[src/rtl/fn1_mac_pkg.sv]
// fn1_mac_pkg: shared constants, types and the output clamp helper for the
// fn1 multiply-accumulate stage.
//
// Contents:
//   DIN_WIDTH, ACC_WIDTH, OUT_WIDTH, CNT_WIDTH, MUL_LATENCY  default widths
//   grp_state_t   group state: IDLE (next product opens a group) / ACCUM
//   sat_res_t     clamped result plus overflow flag
//   sat_to_out()  clamps an ACC_WIDTH signed value into OUT_WIDTH signed range
//
// sat_to_out() is built at the package widths. The saturating build of the top
// (FN1_MAC_ACC_SAT_EN) relies on the top's ACC_WIDTH/OUT_WIDTH matching them.
package fn1_mac_pkg;

    localparam int DIN_WIDTH   = 31;
    localparam int ACC_WIDTH   = 40;
    localparam int OUT_WIDTH   = 32;
    localparam int CNT_WIDTH   = 10;
    localparam int MUL_LATENCY = 3;

    typedef enum logic {
        ST_IDLE  = 1'b0,
        ST_ACCUM = 1'b1
    } grp_state_t;

    typedef struct packed {
        logic [OUT_WIDTH-1:0] data;
        logic                 ovf;
    } sat_res_t;

    // Largest / smallest value representable in OUT_WIDTH, held at ACC_WIDTH.
    localparam logic signed [ACC_WIDTH-1:0] SAT_HI =
        {{(ACC_WIDTH-OUT_WIDTH+1){1'b0}}, {(OUT_WIDTH-1){1'b1}}};
    localparam logic signed [ACC_WIDTH-1:0] SAT_LO = ~SAT_HI;

    function automatic sat_res_t sat_to_out(input logic signed [ACC_WIDTH-1:0] acc);
        sat_res_t res;
        res.data = acc[OUT_WIDTH-1:0];
        res.ovf  = 1'b0;
        if (acc > SAT_HI) begin
            res.data = {1'b0, {(OUT_WIDTH-1){1'b1}}};
            res.ovf  = 1'b1;
        end else if (acc < SAT_LO) begin
            res.data = {1'b1, {(OUT_WIDTH-1){1'b0}}};
            res.ovf  = 1'b1;
        end
        return res;
    endfunction

endpackage

[src/rtl/fn1_mac_acc_31s_if.sv]
// fn1_mac_acc_31s_if: operand-side, multiplier-side and result-side signals of
// the fn1 accumulate stage.
//
// Signals:
//   in_valid, in_last, in_ready          operand pair handshake (last closes a group)
//   mul_ce, mul_dout                     multiplier clock enable and product
//   out_valid, out_ready                 result handshake
//   out_data, out_count, out_ovf         group sum, product count, clamp flag
// Modports:
//   slave   the accumulate stage
//   master  the environment (operand source, multiplier, result sink)
interface fn1_mac_acc_31s_if #(
    parameter int DIN_WIDTH = fn1_mac_pkg::DIN_WIDTH,
    parameter int OUT_WIDTH = fn1_mac_pkg::OUT_WIDTH,
    parameter int CNT_WIDTH = fn1_mac_pkg::CNT_WIDTH
);
    logic                 in_valid;
    logic                 in_last;
    logic                 in_ready;
    logic                 mul_ce;
    logic [DIN_WIDTH-1:0] mul_dout;
    logic                 out_valid;
    logic                 out_ready;
    logic [OUT_WIDTH-1:0] out_data;
    logic [CNT_WIDTH-1:0] out_count;
    logic                 out_ovf;

    modport slave (
        input  in_valid, in_last, mul_dout, out_ready,
        output in_ready, mul_ce, out_valid, out_data, out_count, out_ovf
    );

    modport master (
        output in_valid, in_last, mul_dout, out_ready,
        input  in_ready, mul_ce, out_valid, out_data, out_count, out_ovf
    );

endinterface

[src/rtl/fn1_mac_vld_pipe.sv]
// fn1_mac_vld_pipe: clock-enabled {valid, last} delay line that tracks operand
// pairs through the multiplier so the tail lines up with the product on dout.
//
// Ports:
//   clk, reset              clock, asynchronous active-low reset
//   ce                      shift enable (same enable as the multiplier)
//   in_valid, in_last       stage-0 inputs
//   tail_valid, tail_last   last-stage outputs
module fn1_mac_vld_pipe #(
    parameter int DEPTH = fn1_mac_pkg::MUL_LATENCY
) (
    input  logic clk,
    input  logic reset,
    input  logic ce,
    input  logic in_valid,
    input  logic in_last,
    output logic tail_valid,
    output logic tail_last
);
    logic [DEPTH-1:0] vld_q;
    logic [DEPTH-1:0] last_q;

    always_ff @(posedge clk or negedge reset) begin
        if (!reset) begin
            // NOTE: every pipe bit is reset, so the unreset multiplier's stale
            // contents never reach the accumulator after reset.
            vld_q  <= '0;
            last_q <= '0;
        end else if (ce) begin
            // NOTE: non-blocking assignments make each stage take the previous
            // stage's old value, so loop order does not matter.
            vld_q[0]  <= in_valid;
            last_q[0] <= in_last;
            for (int i = 1; i < DEPTH; i++) begin
                vld_q[i]  <= vld_q[i-1];
                last_q[i] <= last_q[i-1];
            end
        end
    end

    assign tail_valid = vld_q[DEPTH-1];
    assign tail_last  = last_q[DEPTH-1];

endmodule

[src/rtl/fn1_mac_acc_31s.sv]
// fn1_mac_acc_31s: accumulate stage behind the fn1 signed 16x15 pipelined
// multiplier. Drives the multiplier clock enable, tracks operand validity and
// group boundaries through the multiplier latency, sums each group's products
// into a wide accumulator and emits one result per group.
//
// Ports:
//   clk     rising-edge clock shared with the multiplier
//   reset   asynchronous active-low reset
//   bus     fn1_mac_acc_31s_if.slave (operand, multiplier and result signals)
//
// Build option: define FN1_MAC_ACC_SAT_EN to clamp out_data into the
// OUT_WIDTH signed range and flag it on out_ovf; otherwise out_data is the
// two's-complement truncation of the sum and out_ovf is 0.
module fn1_mac_acc_31s
    import fn1_mac_pkg::*;
#(
    parameter int DIN_WIDTH   = fn1_mac_pkg::DIN_WIDTH,
    parameter int ACC_WIDTH   = fn1_mac_pkg::ACC_WIDTH,
    parameter int OUT_WIDTH   = fn1_mac_pkg::OUT_WIDTH,
    parameter int MUL_LATENCY = fn1_mac_pkg::MUL_LATENCY,
    parameter int CNT_WIDTH   = fn1_mac_pkg::CNT_WIDTH
) (
    input  logic             clk,
    input  logic             reset,
    fn1_mac_acc_31s_if.slave bus
);
    logic                 stall;
    logic                 ce;
    logic                 accept;
    logic                 tail_valid;
    logic                 tail_last;
    logic                 tail_ev;

    grp_state_t           state_q;
    logic [ACC_WIDTH-1:0] acc_q;
    logic [ACC_WIDTH-1:0] acc_next;
    logic [CNT_WIDTH-1:0] cnt_q;
    logic [CNT_WIDTH-1:0] cnt_next;

    logic [OUT_WIDTH-1:0] res_data;
    logic                 res_ovf;

    logic                 out_valid_q;
    logic [OUT_WIDTH-1:0] out_data_q;
    logic [CNT_WIDTH-1:0] out_count_q;
    logic                 out_ovf_q;

    // A held, unaccepted result freezes the multiplier and the valid pipe
    // together, so products stay aligned with their tags.
    assign stall        = out_valid_q & ~bus.out_ready;
    assign ce           = ~stall;
    assign bus.mul_ce   = ce;
    assign bus.in_ready = ce;
    assign accept       = bus.in_valid & ce;

    fn1_mac_vld_pipe #(
        .DEPTH (MUL_LATENCY)
    ) u_vld_pipe (
        .clk        (clk),
        .reset      (reset),
        .ce         (ce),
        .in_valid   (accept),
        .in_last    (bus.in_last),
        .tail_valid (tail_valid),
        .tail_last  (tail_last)
    );

    assign tail_ev = tail_valid & ce;

    always_comb begin
        // NOTE: both outputs are assigned on every path, so no latch is inferred.
        acc_next = ((state_q == ST_IDLE) ? '0 : acc_q)
                 + {{(ACC_WIDTH-DIN_WIDTH){bus.mul_dout[DIN_WIDTH-1]}}, bus.mul_dout};
        if (state_q == ST_IDLE)
            cnt_next = CNT_WIDTH'(1);
        else if (&cnt_q)
            cnt_next = cnt_q;
        else
            cnt_next = cnt_q + CNT_WIDTH'(1);
    end

`ifdef FN1_MAC_ACC_SAT_EN
    sat_res_t sat;
    assign sat      = sat_to_out(acc_next);
    assign res_data = sat.data;
    assign res_ovf  = sat.ovf;
`else
    assign res_data = acc_next[OUT_WIDTH-1:0];
    assign res_ovf  = 1'b0;
`endif

    always_ff @(posedge clk or negedge reset) begin
        if (!reset) begin
            state_q     <= ST_IDLE;
            acc_q       <= '0;
            cnt_q       <= '0;
            out_valid_q <= 1'b0;
            out_data_q  <= '0;
            out_count_q <= '0;
            out_ovf_q   <= 1'b0;
        end else begin
            if (tail_ev) begin
                acc_q   <= acc_next;
                cnt_q   <= cnt_next;
                state_q <= tail_last ? ST_IDLE : ST_ACCUM;
            end
            // A result handed over this cycle releases the stall, so a new
            // result may load on the same edge and out_valid stays high.
            if (tail_ev && tail_last) begin
                out_valid_q <= 1'b1;
                out_data_q  <= res_data;
                out_count_q <= cnt_next;
                out_ovf_q   <= res_ovf;
            end else if (out_valid_q && bus.out_ready) begin
                out_valid_q <= 1'b0;
            end
        end
    end

    assign bus.out_valid = out_valid_q;
    assign bus.out_data  = out_data_q;
    assign bus.out_count = out_count_q;
    assign bus.out_ovf   = out_ovf_q;

endmodule

[src/flat_wrapper.sv]
// flat-port wrapper written by rule: the top's interface ports become plain ports
module fn1_mac_acc_31s_flat import fn1_mac_pkg::*;
#(
    parameter int DIN_WIDTH   = fn1_mac_pkg::DIN_WIDTH,
    parameter int ACC_WIDTH   = fn1_mac_pkg::ACC_WIDTH,
    parameter int OUT_WIDTH   = fn1_mac_pkg::OUT_WIDTH,
    parameter int MUL_LATENCY = fn1_mac_pkg::MUL_LATENCY,
    parameter int CNT_WIDTH   = fn1_mac_pkg::CNT_WIDTH
)
  (clk, reset, bus_in_valid, bus_in_last, bus_mul_dout, bus_out_ready, bus_in_ready, bus_mul_ce, bus_out_valid, bus_out_data, bus_out_count, bus_out_ovf);
  fn1_mac_acc_31s_if #(.DIN_WIDTH(DIN_WIDTH), .OUT_WIDTH(OUT_WIDTH), .CNT_WIDTH(CNT_WIDTH)) bus_i ();
  input  logic clk;
  input  logic reset;
  input wire logic [$bits(bus_i.in_valid)-1:0] bus_in_valid;
  input wire logic [$bits(bus_i.in_last)-1:0] bus_in_last;
  input wire logic [$bits(bus_i.mul_dout)-1:0] bus_mul_dout;
  input wire logic [$bits(bus_i.out_ready)-1:0] bus_out_ready;
  output wire logic [$bits(bus_i.in_ready)-1:0] bus_in_ready;
  output wire logic [$bits(bus_i.mul_ce)-1:0] bus_mul_ce;
  output wire logic [$bits(bus_i.out_valid)-1:0] bus_out_valid;
  output wire logic [$bits(bus_i.out_data)-1:0] bus_out_data;
  output wire logic [$bits(bus_i.out_count)-1:0] bus_out_count;
  output wire logic [$bits(bus_i.out_ovf)-1:0] bus_out_ovf;
  assign bus_i.in_valid = bus_in_valid;
  assign bus_i.in_last = bus_in_last;
  assign bus_i.mul_dout = bus_mul_dout;
  assign bus_i.out_ready = bus_out_ready;
  assign bus_in_ready = bus_i.in_ready;
  assign bus_mul_ce = bus_i.mul_ce;
  assign bus_out_valid = bus_i.out_valid;
  assign bus_out_data = bus_i.out_data;
  assign bus_out_count = bus_i.out_count;
  assign bus_out_ovf = bus_i.out_ovf;
  fn1_mac_acc_31s #(.DIN_WIDTH(DIN_WIDTH), .ACC_WIDTH(ACC_WIDTH), .OUT_WIDTH(OUT_WIDTH), .MUL_LATENCY(MUL_LATENCY), .CNT_WIDTH(CNT_WIDTH)) u_core (.clk(clk), .reset(reset), .bus(bus_i));
endmodule
[config.mk]
export PLATFORM = sky130hd
export DESIGN_NAME = fn1_mac_acc_31s_flat
export DESIGN_NICKNAME = d
export VERILOG_FILES = /design/src/rtl/fn1_mac_pkg.sv /design/src/rtl/fn1_mac_acc_31s_if.sv /design/src/rtl/fn1_mac_vld_pipe.sv /design/src/rtl/fn1_mac_acc_31s.sv /design/src/flat_wrapper.sv
export SDC_FILE = /design/constraint.sdc
export NUM_CORES = 1
export LEC_CHECK = 0
export BUFFER_PORTS_ARGS = -buffer_cell sky130_fd_sc_hd__buf_2
export CAP_MARGIN = 20
export CORE_MARGIN = 8
export CORE_UTILIZATION = 63
export DETAILED_ROUTE_END_ITERATION = 8
export GPL_TIMING_DRIVEN = 1
export HOLD_SLACK_MARGIN = 0.08
export PLACE_DENSITY = 0.87
export SETUP_SLACK_MARGIN = 0.5
export SYNTH_ARGS = -nofsm -noshare
export SYNTH_HDL_FRONTEND = slang
export SYNTH_SLANG_ARGS = --single-unit
export TNS_END_PERCENT = 100
[constraint.sdc]
create_clock -name clk -period 6.1 [get_ports clk]
set_input_delay 1.22 -clock clk [delete_from_list [all_inputs] [get_ports clk]]
set_output_delay 1.22 -clock clk [all_outputs]
set_load 0.1 [all_outputs]
======== Word-level counts from Yosys, hierarchy flattened ========
Cells that the tools add are included.
Widths: inputs -> output; s select.
word-level totals
  bits in registers ....................... 100
  latch bits .............................. 0
  RAM bits ................................ 0
  memory bits (read-only) ................. 0
  memories ................................ 0
operators by class
  add/subtract/negate cells ............... 2
  multipliers ............................. 0
  div/mod/pow operators ................... 0
  $lt $le $gt $ge ......................... 0
  eq/ne operators ......................... 0
  shift operators ......................... 0
  muxes and demuxes ....................... 6
  bitwise gates (word level) .............. 5
  reduce and logical (&&, ||, !) cells .... 4
operators by type and width
  operator               count
  $add 40x40->40         1
  $mux 40                1
  $mux 10                2
  $add 10x1->10 const B  1
  $reduce_and 10->1      1
  $and 1x1->1            3
  $mux 1                 3
  $logic_and 1x1->1      2
  $not 1->1              2
  $reduce_bool 2->1      1

======== Logic depth before layout (Yosys ltp) ========
Gate-level depths: netlist (run 1).
  depth after elaboration ................. 6
  gate-level depth with buffers ........... 12
  mapped depth without buffers ............ 10

======== Modules after synthesis ========
A second synthesis (run 1) with hierarchy kept.
second synthesis, totals
  cell total of the unflattened synthesis .. 632
  area total of the unflattened synthesis .. 5600.4 um^2
by module, submodules not included
  module            times used  cells an instance  area an instance (um^2)
  fn1_mac_acc_31s   1           619                5348.9
  fn1_mac_vld_pipe  1           13                 251.5

======== Worst setup path after synthesis (run 1) ========
OpenSTA, ideal clock, no wires.
  path type ............................... input to output
  start ................................... input bus_out_ready
  end ..................................... output bus_mul_ce
  arrival ................................. 2032 ps
  required time ........................... 4880 ps
  slack ................................... 2848 ps
  cell stages on the path ................. 3
  path through ............................ nand2b_1 buf_4 buf_4
on the way
  word-level cells in the longest chain between the ends .. 3
ends and longest elaborated chain
  element             RTL line               text
  start: declaration  flat_wrapper.sv:17     input wire logic [$bits(bus_i.out_ready)-1:0] bus_out_ready;
  $not 1->1           fn1_mac_acc_31s.sv:50  assign stall = out_valid_q & ~bus.out_ready;
  $and 1x1->1         fn1_mac_acc_31s.sv:50
  $not 1->1           fn1_mac_acc_31s.sv:51  assign ce = ~stall;
  end: declaration    flat_wrapper.sv:19     output wire logic [$bits(bus_i.mul_ce)-1:0] bus_mul_ce;
Every way passes these cells.

======== Worst setup path after layout (run 1) ========
  start ................................... register u_core.state_q
  end ..................................... register u_core.acc_q[24]
on the way
  word-level cells in the longest chain between the ends .. 2
ends and longest elaborated chain
  element                   RTL line                text
  start: declaration        fn1_mac_acc_31s.sv:34   grp_state_t state_q;
  start signal: assignment  fn1_mac_acc_31s.sv:105  state_q <= tail_last ? ST_IDLE : ST_ACCUM;
  $mux 40                   fn1_mac_acc_31s.sv:72   acc_next = ((state_q == ST_IDLE) ? '0 : acc_q)
  $add 40x40->40            fn1_mac_acc_31s.sv:73   + {{(ACC_WIDTH-DIN_WIDTH){bus.mul_dout[DIN_WIDTH-1]}}, bus.mul_dout};
  end signal: assignment    fn1_mac_acc_31s.sv:103  acc_q <= acc_next;
  end: declaration          fn1_mac_acc_31s.sv:35   logic [ACC_WIDTH-1:0] acc_q;
Every way passes these cells.
A chain may end at the register's enable or synchronous reset.

==> results.ini, run 1 <==
[synth]
synth_top_area_share=0.398
syn_nets=733
syn_inst=664
ys_top_cells_by_area=dfrtp_1 40%, nand2_1 8.2%, ha_1 6.9%
postSynthAreaPerCell_um2=8.71
synth_seq_cells=92
netlist_top_cells_count=126 x nand2_1, 92 x dfrtp_1, 46 x a21oi_1
synthFlopType=dfrtp_1
mappedNetlistArea_um2=5790
netlist-cell-type-count=55
synth_edf_count=0
synth-seq-area-share=0.398
synthArstFlopShare=1.00
yosys_warnings=0
post-synth-top-count-cell=nand2_1
yosysTopAreaCell=dfrtp_1

[layout]
drive_above_1_share=0.184
antennaDiodeCount=0
stdcell_count=840
syn2layout_area_growth_pct=10.8
nets=793

[detailed_routing]
viasPerCell=6.22
ant_nets=0
initialDrtViolationCount=312
dr.pass1.iters=5
routedWlPerCell_um=17.5
drt-total-wl_mm=14.7
num_vias=5226
route.detailed.drc=0

[clocking]
postCtsHoldBufs=0
cts_tree=built
clock_latency_ns=0.38
path_clk_slew_ns=0.11
cts_root_buf=clkbuf_8
numCtsBuffers=9
htreeDepth=3
cts_buffer_depth=2
cts-resized-gates=0
cts_sinks=92
post_cts_buffers=0

[worst_setup_path]
crit_path_end=u_core.acc_q[24]
startpoint=u_core.state_q
crit_family=simple AND/OR/NAND/NOR gates
crit_type=flip-flop to flip-flop
reg2reg_to=u_core.acc_q[24]
r2r_start=u_core.state_q
worstSetupStartpointType=flip-flop
rr_worst_depth=9
cp_cell_sequence=buf_4, and2_1, ha_1, a21oi_1, nor2b_1, or4b_4, o21a_1, or4_1, o211ai_1
cp_num_buf_inv=1
crit_required_ns=6.40
cp-end-kind=flip-flop
cp.depth=9
cp.arrival_ns=3.70
crit_fanout=28
r2r_setup_slack_ns=2.70
max_stage_delay_ns=0.81
cpMaxStageDelayCell=dfrtp_1

[global_routing]
antenna_found_initial=0
top_usage_layer=met2
grtUsageMet1=0.300
grt_max_degree=62
grt_use_met2=0.405
grt_pass1_wl_mm=24.9
first_global_vias=5238
grt_overflow=0
grtUsageMet3=0.0482
track_usage=0.242

[outcome]
status=finished clean

[sta]
fmax_ghz=0.294
final-hold-violation-count=0
rsz0062_at_grt=no
maxSlewHeadroom=0.447
slew_violations=0
finalClockSkew_ns=0.0159
tns_ns=0
setup_violations=0
max_slew.worst_pin.slew_ns=0.827
fin_crit_sh=0.557
period_minus_slack_ns=3.40

[placement]
port_buffers=80
hpwl_mm=10.7
place_congestion=0.935
dp.cells=824

[die]
die_w_um=112
io-pin-count=82
die_h_um=112
die_area_um2=12500
core_um2=9060
rows=35
start_util=0.638

[min_path]
hold_path_class=flip-flop to flip-flop

[run]
max-cap-violations=0

[worst min-delay path: cells and delay by family, from the launching register on]
kind	cells	cell delay, ns
flip-flops	1	0.35
AND/OR/NAND/NOR	2	0.11
[per-stage QoR]
stage	hold slack (ns)	area, um^2	worst slack [ns]	util
floorplan	0.438	5790	2.85	-
global placement	0.449	6210	2.49	0.685
detailed placement	0.457	6210	2.41	0.685
CTS	0.482	6410	2.71	0.707
global route	0.494	6410	2.54	0.707
finish	0.480	6410	2.70	0.707
[layout make-up]
cell class,instances,area [um^2]
well taps,111,139
fillers,711,2650
clock inverters,7,78.8
multi-input cells,529,3300
inverters,6,22.5
clock buffers,9,124
repair buffers,86,448
flip-flops and latches,92,2300
[routing by layer]
metal	vias up	wire, um
met5	-	0
met4	0	272
met3	26	937
met2	206	7230
met1	2515	6290
li1	2479	-
[layout by cell type, fill, tap and decap left out, drive strengths merged, types with 10 or more instances in the layout]
cell type  synthesis  final
inv                6     10
nand2            126    126
a21oi             47     47
nor2              40     40
dfrtp             92     92
ha                32     32
mux2              26     26
nand3             23     23
o21ai             45     45
and2              34     34
buf               11     86
xnor2             15     15
nor3              15     15
[worst min path at each step]
stage	cells past startpoint	end	slack, ns	startpoint
floorplan	2	u_core.acc_q[0]	0.44	u_core.acc_q[0]
global placement	2	u_core.acc_q[11]	0.45	u_core.acc_q[11]
detailed placement	2	u_core.bus.out_data[5]	0.46	u_core.bus.out_data[5]
CTS	2	u_core.bus.out_data[5]	0.48	u_core.bus.out_data[5]
global route	2	u_core.bus.out_data[4]	0.49	u_core.bus.out_data[4]
finish	2	u_core.bus.out_data[5]	0.48	u_core.bus.out_data[5]
[cell families after synthesis]
kind of cell,synth area share
other,0.000648
buffers and inverters,0.0322
adder cells (fa/ha/maj),0.0727
XOR/XNOR,0.0363
AO/OA/AOI/OAI,0.176
AND/OR/NAND/NOR,0.227
multiplexers,0.0575
flip-flops,0.398
[flip-flops by register name, summed over array words and instances, names as in the netlist]
name,cells
u_core.acc_q,32
u_core.bus.out_count,10
u_core.bus.out_data,32
u_core.bus.out_valid,1
u_core.cnt_q,10
u_core.state_q,1
u_core.u_vld_pipe.last_q,3
u_core.u_vld_pipe.vld_q,3
Power of run 1 is not shown: default switching activity piles up to over one toggle a cycle in this logic, so the estimate is an artifact.
==> inputs of run 2 (changes only) <==
--- a/config.mk
+++ b/config.mk
@@ -8,11 +8,11 @@
 export BUFFER_PORTS_ARGS = -buffer_cell sky130_fd_sc_hd__buf_2
 export CAP_MARGIN = 20
 export CORE_MARGIN = 8
-export CORE_UTILIZATION = 63
+export CORE_UTILIZATION = 53
 export DETAILED_ROUTE_END_ITERATION = 8
 export GPL_TIMING_DRIVEN = 1
 export HOLD_SLACK_MARGIN = 0.08
-export PLACE_DENSITY = 0.87
+export PLACE_DENSITY = 0.78
 export SETUP_SLACK_MARGIN = 0.5
 export SYNTH_ARGS = -nofsm -noshare
 export SYNTH_HDL_FRONTEND = slang
==> constraint.sdc (replaced) <==
create_clock -name clk -period 3 [get_ports clk]
set_input_delay 0.6 -clock clk [delete_from_list [all_inputs] [get_ports clk]]
set_output_delay 0.6 -clock clk [all_outputs]
set_load 0.1 [all_outputs]
==> run 2 against run 1 <==
Non-clock buffer count is 41 higher. Via count is 5.6% higher. Final cell count is 8.5% higher. Register-to-register slack worse by 2.7 ns.
==> results.ini, run 2 (same netlist as run 1, synthesis figures left out) <==
[worst_setup_path]
worstSetupStartpointType=flip-flop
crit_fanout=17  ; -39%
cp-end-kind=flip-flop
cp_cell_sequence=buf_12, and2_1, ha_4, o211ai_1, a21oi_2, nor2b_2, or4b_4, o21a_4, or4_1, o211ai_1
r2r_setup_slack_ns=0.04  ; -2.66 ns
critical_path.most_common_cell=o211ai_1
cp.arrival_ns=3.25  ; -0.45 ns
crit_required_ns=3.29  ; -3.11 ns
r2r_start=u_core.state_q
cpMaxStageDelayCell=or4b_4
rr_worst_depth=10  ; +1
reg2reg_to=u_core.acc_q[24]
crit_type=flip-flop to flip-flop
max_stage_delay_ns=0.50  ; -0.31 ns

[sta]
finalClockSkew_ns=0.0105  ; -0.00542 ns
fin_crit_sh=0.986  ; +0.429
rsz0062_at_grt=yes
final-hold-violation-count=0  ; unchanged
maxSlewHeadroom=0.498  ; +0.0513
max_slew.worst_pin.slew_ns=0.751  ; -0.0756 ns
slew_violations=0  ; unchanged
period_minus_slack_ns=2.96  ; -0.441 ns
tns_ns=0  ; unchanged
setup_violations=0  ; unchanged
fmax_ghz=0.338  ; +15%

[clocking]
path_clk_slew_ns=0.09  ; -0.02 ns
cts_buffer_depth=2  ; unchanged
htreeDepth=3  ; unchanged
cts_tree=built
cts_root_buf=clkbuf_8
numCtsBuffers=9  ; unchanged
cts_sinks=92  ; unchanged
clock_latency_ns=0.38  ; about the same

[layout]
antennaDiodeCount=0  ; unchanged
layout_commonest_cell=nand2_1
stdcell_count=911  ; +8.5%
nFillCells=800  ; +13%
regArea_um2=2300  ; +0.11%
multiInputGateArea_um2=3830  ; +16%
syn2layout_area_growth_pct=26.6
mostFrequentLayoutCells=123 x nand2_1, 90 x dfrtp_1, 79 x buf_2, 44 x buf_4, 38 x a21oi_1
nets=835  ; +5.3%
drive_above_1_share=0.323  ; +0.139
final_util=0.682  ; -0.0255

[placement]
place_congestion=0.976  ; +4.4%
port_buffers=80  ; unchanged
dp.cells=867  ; +5.2%
hpwl_mm=10.8  ; +1.0%

[detailed_routing]
route.detailed.drc=0  ; unchanged
drt-total-wl_mm=17.0  ; +15%
viasPerCell=6.06  ; -2.7%
routedWlPerCell_um=18.7  ; +6.5%
initialDrtViolationCount=558  ; +79%
ant_nets=0  ; unchanged
num_vias=5517  ; +5.6%
dr.pass1.iters=5  ; unchanged

[global_routing]
antenna_found_initial=0  ; unchanged
grt_pass1_wl_mm=25.5  ; +2.4%
track_usage=0.215  ; -0.0266
grt_overflow=0  ; unchanged
grt_max_degree=48  ; -23%
first_global_vias=5287  ; +0.94%

[run]
max-cap-violations=0  ; unchanged

[die]
die_w_um=120  ; +7.7%
io-pin-count=82  ; unchanged
die_area_um2=14500  ; +16%
die_h_um=120  ; +7.7%
start_util=0.538  ; -0.0998
core_um2=10700  ; +19%
rows=38  ; +8.6%

[min_path]
hold_path_class=primary input to asynchronous set/reset pin

[outcome]
status=finished clean

run 2: worst max-delay path by stage:
| stage | startpoint | end | slack, ns | depth (start not counted) |
|---|---|---|---|---|
| finish | u_core.state_q | u_core.acc_q[24] | 0.04 | 10 |
| floorplan | u_core.state_q | u_core.acc_q[24] | 0.39 | 11 |
| detailed placement | u_core.state_q | u_core.acc_q[24] | 0.14 | 10 |
| global route | u_core.state_q | u_core.bus.out_data[25] | -0.07 | 10 |
| CTS | u_core.state_q | u_core.acc_q[24] | 0.26 | 10 |
| global placement | bus_mul_dout[5] | u_core.bus.out_data[25] | 0.19 | 10 |
run 2: area by class of cell:
cell class                 count  share of cell area
sequential                    92               0.315
clock buffer                  11              0.0193
multi-input combinational    530               0.522
timing repair buffer         127               0.109
inverter                       6             0.00307
clock inverter                 5             0.00717
tap                          140              0.0239
run 2: per-layer routing:
| layer | up-vias | track usage | routed length, um |
|---|---|---|---|
| met5 | - | 0 | 0 |
| met2 | 245 | 0.348 | 8220 |
| li1 | 2564 | - | - |
| met3 | 56 | 0.0452 | 1200 |
| met4 | 0 | 0.0984 | 577 |
| met1 | 2652 | 0.271 | 7000 |
run 2: worst max-delay path: cells and delay by family (launching register included):
kind                       cells  cell delay (ns)
and+or+nand+nor                4             1.17
DFF                            1             0.46
AOI/OAI and AO/OA              4             0.78
adders and majority gates      1             0.28
buffers and inverters          1             0.17
run 2: per-stage QoR:
stage	hold WS, ns	setup slack [ns]	area (um^2)
floorplan	0.304	0.394	5920
global route	0.261	-0.0679	7330
detailed placement	0.458	0.142	6480
global placement	0.445	0.195	6480
finish	0.220	0.0432	7330
CTS	0.235	0.259	6910
run 2: what timing repair did:
item	CTS	global route
buffers inserted	6	20
gates cloned	0	2
gates resized for setup	36	60
hold buffers	0	0
endpoints found under the setup margin	37	46
pin swaps	9	13
Power of run 2 is left out for the same reason.
